`src/rtl/sram_bist_pkg.sv`:
```
// Shared types and per-element tables for the March C- BIST controller.
package sram_bist_pkg;

    localparam int unsigned ELEM_W   = 3;
    localparam int unsigned NUM_ELEM = 6;

    typedef enum logic [ELEM_W-1:0] {
        E0 = 3'd0,
        E1 = 3'd1,
        E2 = 3'd2,
        E3 = 3'd3,
        E4 = 3'd4,
        E5 = 3'd5
    } march_elem_e;

    typedef enum logic [1:0] {
        IDLE  = 2'd0,
        RUN   = 2'd1,
        DRAIN = 2'd2,
        DONE  = 2'd3
    } bist_state_e;

    // Per-element tables, bit i describes element Ei.
    localparam logic [NUM_ELEM-1:0] ELEM_DOWN     = 6'b111000; // address order high to low
    localparam logic [NUM_ELEM-1:0] ELEM_TWO_OPS  = 6'b011110; // read-then-write at each address
    localparam logic [NUM_ELEM-1:0] ELEM_FIRST_RD = 6'b111110; // first op at an address is a read
    localparam logic [NUM_ELEM-1:0] ELEM_RD_ONE   = 6'b010100; // read expects ~BG
    localparam logic [NUM_ELEM-1:0] ELEM_WR_ONE   = 6'b001010; // write presents ~BG

    // Element following e; E5 folds back to E0 so the sequencer is ready for a rerun.
    function automatic march_elem_e next_elem(input march_elem_e e);
        return (e == E5) ? E0 : march_elem_e'(3'(e) + 3'd1);
    endfunction

endpackage

```
`src/rtl/sram_bist_addr_gen.sv`:
```
// AW-bit up/down address counter with load-to-start and terminal detect.
module sram_bist_addr_gen
    import sram_bist_pkg::*;
#(
    parameter int unsigned AW = 9
) (
    input  logic          clk_i,
    input  logic          rst_ni,
    input  logic          load_i,
    input  logic          en_i,
    input  logic          down_i,
    output logic [AW-1:0] addr_o,
    output logic          last_o
);

    logic [AW-1:0] r_addr;
    logic          r_down;

    // Load restarts at the sweep origin for the new direction; enable steps one address.
    always_ff @(posedge clk_i or negedge rst_ni) begin
        if (!rst_ni) begin
            r_addr <= '0;
            r_down <= 1'b0;
        end else if (load_i) begin
            r_addr <= down_i ? '1 : '0;
            r_down <= down_i;
        end else if (en_i) begin
            r_addr <= r_down ? (r_addr - AW'(1)) : (r_addr + AW'(1));
        end
    end

    assign addr_o = r_addr;
    assign last_o = r_down ? (r_addr == '0) : (r_addr == '1);

endmodule

```
`src/rtl/sram_march_bist_ctrl.sv`:
```
// March C- BIST initiator for a 1P SRAM BIST port: sequences ops, compares reads, captures first fail.
module sram_march_bist_ctrl
    import sram_bist_pkg::*;
#(
    parameter int unsigned   DW = 32,
    parameter int unsigned   AW = 9,
    parameter logic [DW-1:0] BG = '0
) (
    input  logic          clk_i,
    input  logic          rst_ni,
    input  logic          start_i,
    output logic          bist_en_o,
    output logic          bist_men_o,
    output logic          bist_wen_o,
    output logic          bist_ren_o,
    output logic [AW-1:0] bist_addr_o,
    output logic [DW-1:0] bist_din_o,
    output logic [DW-1:0] bist_bm_o,
    input  logic [DW-1:0] bist_dout_i,
    output logic          busy_o,
    output logic          done_o,
    output logic          fail_o,
    output logic [AW-1:0] fail_addr_o,
    output logic [2:0]    fail_elem_o
);

    bist_state_e r_state, w_state_nxt;

    // Sequencer: the op that will be issued next.
    march_elem_e r_elem, w_elem_nxt;
    logic        r_phase;
    logic [AW-1:0] w_addr;
    logic        w_addr_last;
    logic        w_op_rd, w_op_last, w_elem_last, w_final;
    logic        w_issue, w_launch;

    // Op currently presented to the macro.
    logic          r_active, r_men, r_wen, r_ren;
    logic [AW-1:0] r_addr;
    logic [DW-1:0] r_din;
    march_elem_e   r_op_elem;

    // Compare stage: read issued last cycle, data on bist_dout_i this cycle.
    logic          r_cmp_vld;
    logic [AW-1:0] r_cmp_addr;
    logic [DW-1:0] r_cmp_exp;
    march_elem_e   r_cmp_elem;

    logic          r_done, r_fail;
    logic [AW-1:0] r_fail_addr;
    march_elem_e   r_fail_elem;

    sram_bist_addr_gen #(.AW(AW)) u_addr_gen (
        .clk_i  (clk_i),
        .rst_ni (rst_ni),
        .load_i (w_issue & w_elem_last),
        .en_i   (w_issue & w_op_last & ~w_elem_last),
        .down_i (ELEM_DOWN[w_elem_nxt]),
        .addr_o (w_addr),
        .last_o (w_addr_last)
    );

    // Decode the pending op and detect element / sequence boundaries.
    always_comb begin
        w_op_rd     = ELEM_TWO_OPS[r_elem] ? ~r_phase : ELEM_FIRST_RD[r_elem];
        w_op_last   = ~ELEM_TWO_OPS[r_elem] | r_phase;
        w_elem_last = w_op_last & w_addr_last;
        w_elem_nxt  = next_elem(r_elem);
        w_final     = (r_op_elem == E5) && (r_addr == '0);
    end

    // State register.
    always_ff @(posedge clk_i or negedge rst_ni) begin
        if (!rst_ni) r_state <= IDLE;
        else         r_state <= w_state_nxt;
    end

    // Next state and issue control; the first op goes out on the edge that samples start.
    always_comb begin
        w_state_nxt = r_state;
        w_issue     = 1'b0;
        w_launch    = 1'b0;
        case (r_state)
            IDLE, DONE: begin
                if (start_i) begin
                    w_state_nxt = RUN;
                    w_issue     = 1'b1;
                    w_launch    = 1'b1;
                end
            end
            RUN: begin
                if (w_final) w_state_nxt = DRAIN;
                else         w_issue     = 1'b1;
            end
            DRAIN:   w_state_nxt = DONE;
            default: w_state_nxt = IDLE;
        endcase
    end

    // Advance element / phase as ops are issued.
    always_ff @(posedge clk_i or negedge rst_ni) begin
        if (!rst_ni) begin
            r_elem  <= E0;
            r_phase <= 1'b0;
        end else if (w_issue) begin
            if (w_op_last) begin
                r_phase <= 1'b0;
                if (w_elem_last) r_elem <= w_elem_nxt;
            end else begin
                r_phase <= 1'b1;
            end
        end
    end

    // Macro port drive; address and write data hold when no op is issued.
    always_ff @(posedge clk_i or negedge rst_ni) begin
        if (!rst_ni) begin
            r_active  <= 1'b0;
            r_men     <= 1'b0;
            r_wen     <= 1'b0;
            r_ren     <= 1'b0;
            r_addr    <= '0;
            r_din     <= '0;
            r_op_elem <= E0;
        end else begin
            r_active <= (w_state_nxt == RUN) || (w_state_nxt == DRAIN);
            r_men    <= w_issue;
            r_wen    <= w_issue & ~w_op_rd;
            r_ren    <= w_issue & w_op_rd;
            if (w_issue) begin
                r_addr    <= w_addr;
                r_op_elem <= r_elem;
                if (!w_op_rd) r_din <= ELEM_WR_ONE[r_elem] ? ~BG : BG;
            end
        end
    end

    // Register the expectation of the read on the port so it lines up with its data.
    always_ff @(posedge clk_i or negedge rst_ni) begin
        if (!rst_ni) begin
            r_cmp_vld  <= 1'b0;
            r_cmp_addr <= '0;
            r_cmp_exp  <= '0;
            r_cmp_elem <= E0;
        end else begin
            r_cmp_vld  <= r_ren;
            r_cmp_addr <= r_addr;
            r_cmp_exp  <= ELEM_RD_ONE[r_op_elem] ? ~BG : BG;
            r_cmp_elem <= r_op_elem;
        end
    end

    // Sticky done/fail with first-fail capture; cleared when a run launches.
    always_ff @(posedge clk_i or negedge rst_ni) begin
        if (!rst_ni) begin
            r_done      <= 1'b0;
            r_fail      <= 1'b0;
            r_fail_addr <= '0;
            r_fail_elem <= E0;
        end else if (w_launch) begin
            r_done      <= 1'b0;
            r_fail      <= 1'b0;
            r_fail_addr <= '0;
            r_fail_elem <= E0;
        end else begin
            if (r_state == DRAIN) r_done <= 1'b1;
            if (r_cmp_vld && (bist_dout_i != r_cmp_exp)) begin
                r_fail <= 1'b1;
                if (!r_fail) begin
                    r_fail_addr <= r_cmp_addr;
                    r_fail_elem <= r_cmp_elem;
                end
            end
        end
    end

    assign bist_en_o   = r_active;
    assign busy_o      = r_active;
    assign bist_men_o  = r_men;
    assign bist_wen_o  = r_wen;
    assign bist_ren_o  = r_ren;
    assign bist_addr_o = r_addr;
    assign bist_din_o  = r_din;
    assign bist_bm_o   = '1;
    assign done_o      = r_done;
    assign fail_o      = r_fail;
    assign fail_addr_o = r_fail_addr;
    assign fail_elem_o = r_fail_elem;

endmodule

```
`config.mk`:
```
export PLATFORM = sky130hd
export DESIGN_NAME = sram_march_bist_ctrl
export DESIGN_NICKNAME = d
export VERILOG_FILES = /design/src/rtl/sram_bist_pkg.sv /design/src/rtl/sram_bist_addr_gen.sv /design/src/rtl/sram_march_bist_ctrl.sv
export SDC_FILE = /design/constraint.sdc
export NUM_CORES = 1
export LEC_CHECK = 0
export ABC_AREA = 1
export CAP_MARGIN = 10
export CORE_MARGIN = 1.5
export CORE_UTILIZATION = 40
export DETAILED_ROUTE_END_ITERATION = 10
export PLACE_DENSITY = 0.72
export SLEW_MARGIN = 25
export SYNTH_ARGS = -nofsm -noshare
export SYNTH_HDL_FRONTEND = slang
export SYNTH_SLANG_ARGS = --single-unit
```
`constraint.sdc`:
```
create_clock -name clk_i -period 2.25 [get_ports clk_i]
set_input_delay 0.225 -clock clk_i [delete_from_list [all_inputs] [get_ports clk_i]]
set_output_delay 0.225 -clock clk_i [all_outputs]
set_load 0.01 [all_outputs]
```
==> reports/results.txt <==
outcome: finished with violations
PortBufs: 94
met3 GRT Util: 3.83%
final std cells w/o fill: 646
EDFF count, synth: 0
pin count of the biggest net entering global routing: 62
Util after Layout: 51.5%
Least-Margin Pin Slew: 0.751 ns
Clock Latency Late Sink: 0.34 ns
RSZ-0062 raised after global routing: no
Final Slew Violations: 0
P&R area growth vs syn: 24.0%
Placed Cells: 630
DIE WIDTH: 98.7 um
post-synthesis xor/xnor area fraction: 1.44%
Ports: 127
fillers: 817
CP Max Fanout: 12
Synth Area in Adders: 3.62%
main combinational cell family by area after synthesis: simple AND/OR/NAND/NOR gates
gr usage total: 16.3%
VDD IR max: 0.330 mV
distinct cell type count of the synthesized netlist: 32
setup violation total in the final timing report: 0
Worst-path clk slew: 0.07 ns
dominant cell type by area after synthesis: dfrtp_1
initial antenna violation count: 0
final wirelength: 7470 um
H-tree depth: 3
vias in the first global route: 2,853
Seq/Total Area, Yosys: 41.7%
DP Wirelength: 5610 um
fraction of the mapped netlist area in simple logic gates: 30.7%
grt peak-use layer: met2
DR pass1 iterations: 9
postcts setup bufs: 0
CP Capture Type: flop
top cells by area, synth: dfrtp_1 (42%), nand2_1 (16%), buf_4 (14%)
TritonCTS clock tree: done
fraction of the mapped netlist area in compound gates: 4.34%
Max clock buf depth: 2
Register Area: 0.00153 sq mm
synth cell count leaders: nand2_1 (153), buf_4 (66), dfrtp_1 (61), nor2_1 (37), inv_1 (32)
share of cells above drive strength 1: 6.69%
post-route ant nets: 0
final hold violations: 0
first-pass GRT wire length: 12,900 um
ys flop type: dfrtp_1
crit share post-route: 84.8%
YS warnings: 0
leakage power: 0.00237 uW
Vias/cell: 4.60
startpoint types: flop
setup tns final: 0 ns
multi-input logic area: 0.00159 sq mm
Worst Path Required: 2.48 ns
Die Outline Area: 0.00973 sq mm
PwrDens: 838 mW/mm^2
# diodes: 0
Max-cap violations: 0
share of the synthesized area in the top cell type: 41.7%
#FFs+latches synth: 61
initial core utilization: 41.6%
async set-reset flop share out of synthesis: 100%
Setup Slack @ Placement: 0.382 ns
Top cell by count, worst path: nand2_1
Hold Crit Class: in2async
Num CTS Buffers: 9
met1 GRT Util: 19.4%
fin crit period: 1.91 ns
num rows: 34
Total Power: 3800 uW
TritonCTS Sinks: 61
Clock Skew: 0.0104 ns
Iter 0 DRT Violations: 162
fmax: 0.524 GHz
Max stage delay cell, worst path: dfrtp_1
most common cell in the synthesized netlist: nand2_1
worst setup margin: 0.342 ns
gpl congestion: 0.887
DRC violations left: 12
mean post-synth cell area: 7.87 sq um
die height: 98.7 um
mux cell area share after synthesis: 0%
slowest stage delay, CP: 0.53 ns
Syn Std Cell Area: 0.00366 sq mm
Post-Synthesis Cells: 465
post_cts resized: 0
NumNets Final: 578
cells along the critical path: fa_1, nand3_1, nand2_1, a21oi_1, inv_1, nand2_1, nand2_1, nand2_1, nand2_1, nand2_1, nand2_1
vias: 2,974
core area: 0.00881 sq mm
Setup CP Type: reg2reg
met2 Use GR: 28.6%
wire length per cell: 11.6 um
grt total ovfl: 0
hold-fix buffers at CTS: 0
failing checks: design-rule violations
Max-slew headroom: 50.0%
CTS root buffer: clkbuf_8
WP data arrival: 2.14 ns
-- per-stage QoR --
| step | instance area (sq um) | hold slack (ns) |
|---|---|---|
| after detailed placement | 4340 | 0.401 |
| after global placement | 4340 | 0.389 |
| after floorplan | 3780 | -0.0706 |
| final | 4540 | 0.0270 |
| after CTS | 4540 | 0.0570 |
| after global routing | 4540 | 0.0870 |
-- power by group --
group | total, uW | internal (uW) | switching [uW]
Clock | 972 | 516 | 456
Combinational | 1330 | 556 | 771
Sequential | 1510 | 1330 | 178
Total | 3800 | 2400 | 1410
-- cell usage in the layout, fill, tap and decap left out, drive strengths merged --
cell type      Yosys  routed
ha                 9       9
nand3             26      26
conb               1      32
nor2              39      39
clkbuf             1       9
bufinv             0       1
o21ai             13      13
o21bai             1       1
inv               34      36
fa                 1       1
nor3               6       6
xor2               6       6
nand2            158     158
a21oi              9       9
dfrtp             61      61
clkinvlp           0       1
clkdlybuf4s50      0      93
nand4             14      14
o21a               4       4
nand3b             6       6
buf               71       5
clkinv             0       3
or2                5       5
-- registers in the layout (all words and copies together) (netlist names) --
| name | cells |
|---|---|
| bist_addr_o | 9 |
| bist_din_o | 1 |
| bist_en_o | 1 |
| bist_men_o | 1 |
| bist_ren_o | 1 |
| bist_wen_o | 1 |
| done_o | 1 |
| fail_addr_o | 9 |
| fail_elem_o | 3 |
| fail_o | 1 |
| r_cmp_addr | 9 |
| r_cmp_elem | 3 |
| r_cmp_exp | 1 |
| r_cmp_vld | 1 |
| r_elem | 3 |
| r_op_elem | 3 |
| r_phase | 1 |
| r_state | 2 |
| u_addr_gen.addr_o | 9 |
| u_addr_gen.r_down | 1 |
-- worst max-delay path: cells and delay by family (launching register included) --
kind                     cells  cell delay (ns)
AO/OA/AOI/OAI                1             0.19
AND/OR/NAND/NOR              8             0.51
buffers and inverters        1             0.06
flip-flops                   1             0.53
adder cells (fa/ha/maj)      1             0.51
-- logic make-up (layout without fill, tap and decap cells) --
group,count (synthesis),count (layout)
AOI/OAI and AO/OA,27,27
xor gates and xnor gates,6,6
adders and majority gates,10,10
buffers and inverters,106,148
DFF,61,61
other,1,32
and+or+nand+nor,254,254
-- metal layers --
layer / routed length [um] / vias to the layer above
li1: - / 1509
met1: 3250 / 1373
met2: 3680 / 83
met3: 420 / 9
met4: 117 / 0
met5: 0 / -
-- layout make-up --
type / instances / share of cell area (%)
clock inverters: 7 / 1.63
repair buffers: 98 / 21.3
well taps: 108 / 2.98
multi-input cells: 329 / 35.0
inverters: 34 / 2.81
flip-flops and latches: 61 / 33.6
clock buffers: 9 / 2.73
-- final timing paths --
kind,startpoint,end,slack (ns),cells past startpoint
max,u_addr_gen.r_down,u_addr_gen.addr_o[6],0.34,11
min in group clk_i,bist_ren_o,r_cmp_vld,0.41,0
min,rst_ni,fail_addr_o[5],0.03,2
max in group asynchronous,rst_ni,fail_addr_o[2],1.71,2
min reg2reg,bist_ren_o,r_cmp_vld,0.41,0
max reg2reg,u_addr_gen.r_down,u_addr_gen.addr_o[6],0.34,11
No activity file was read; power rests on OpenSTA's default activity.
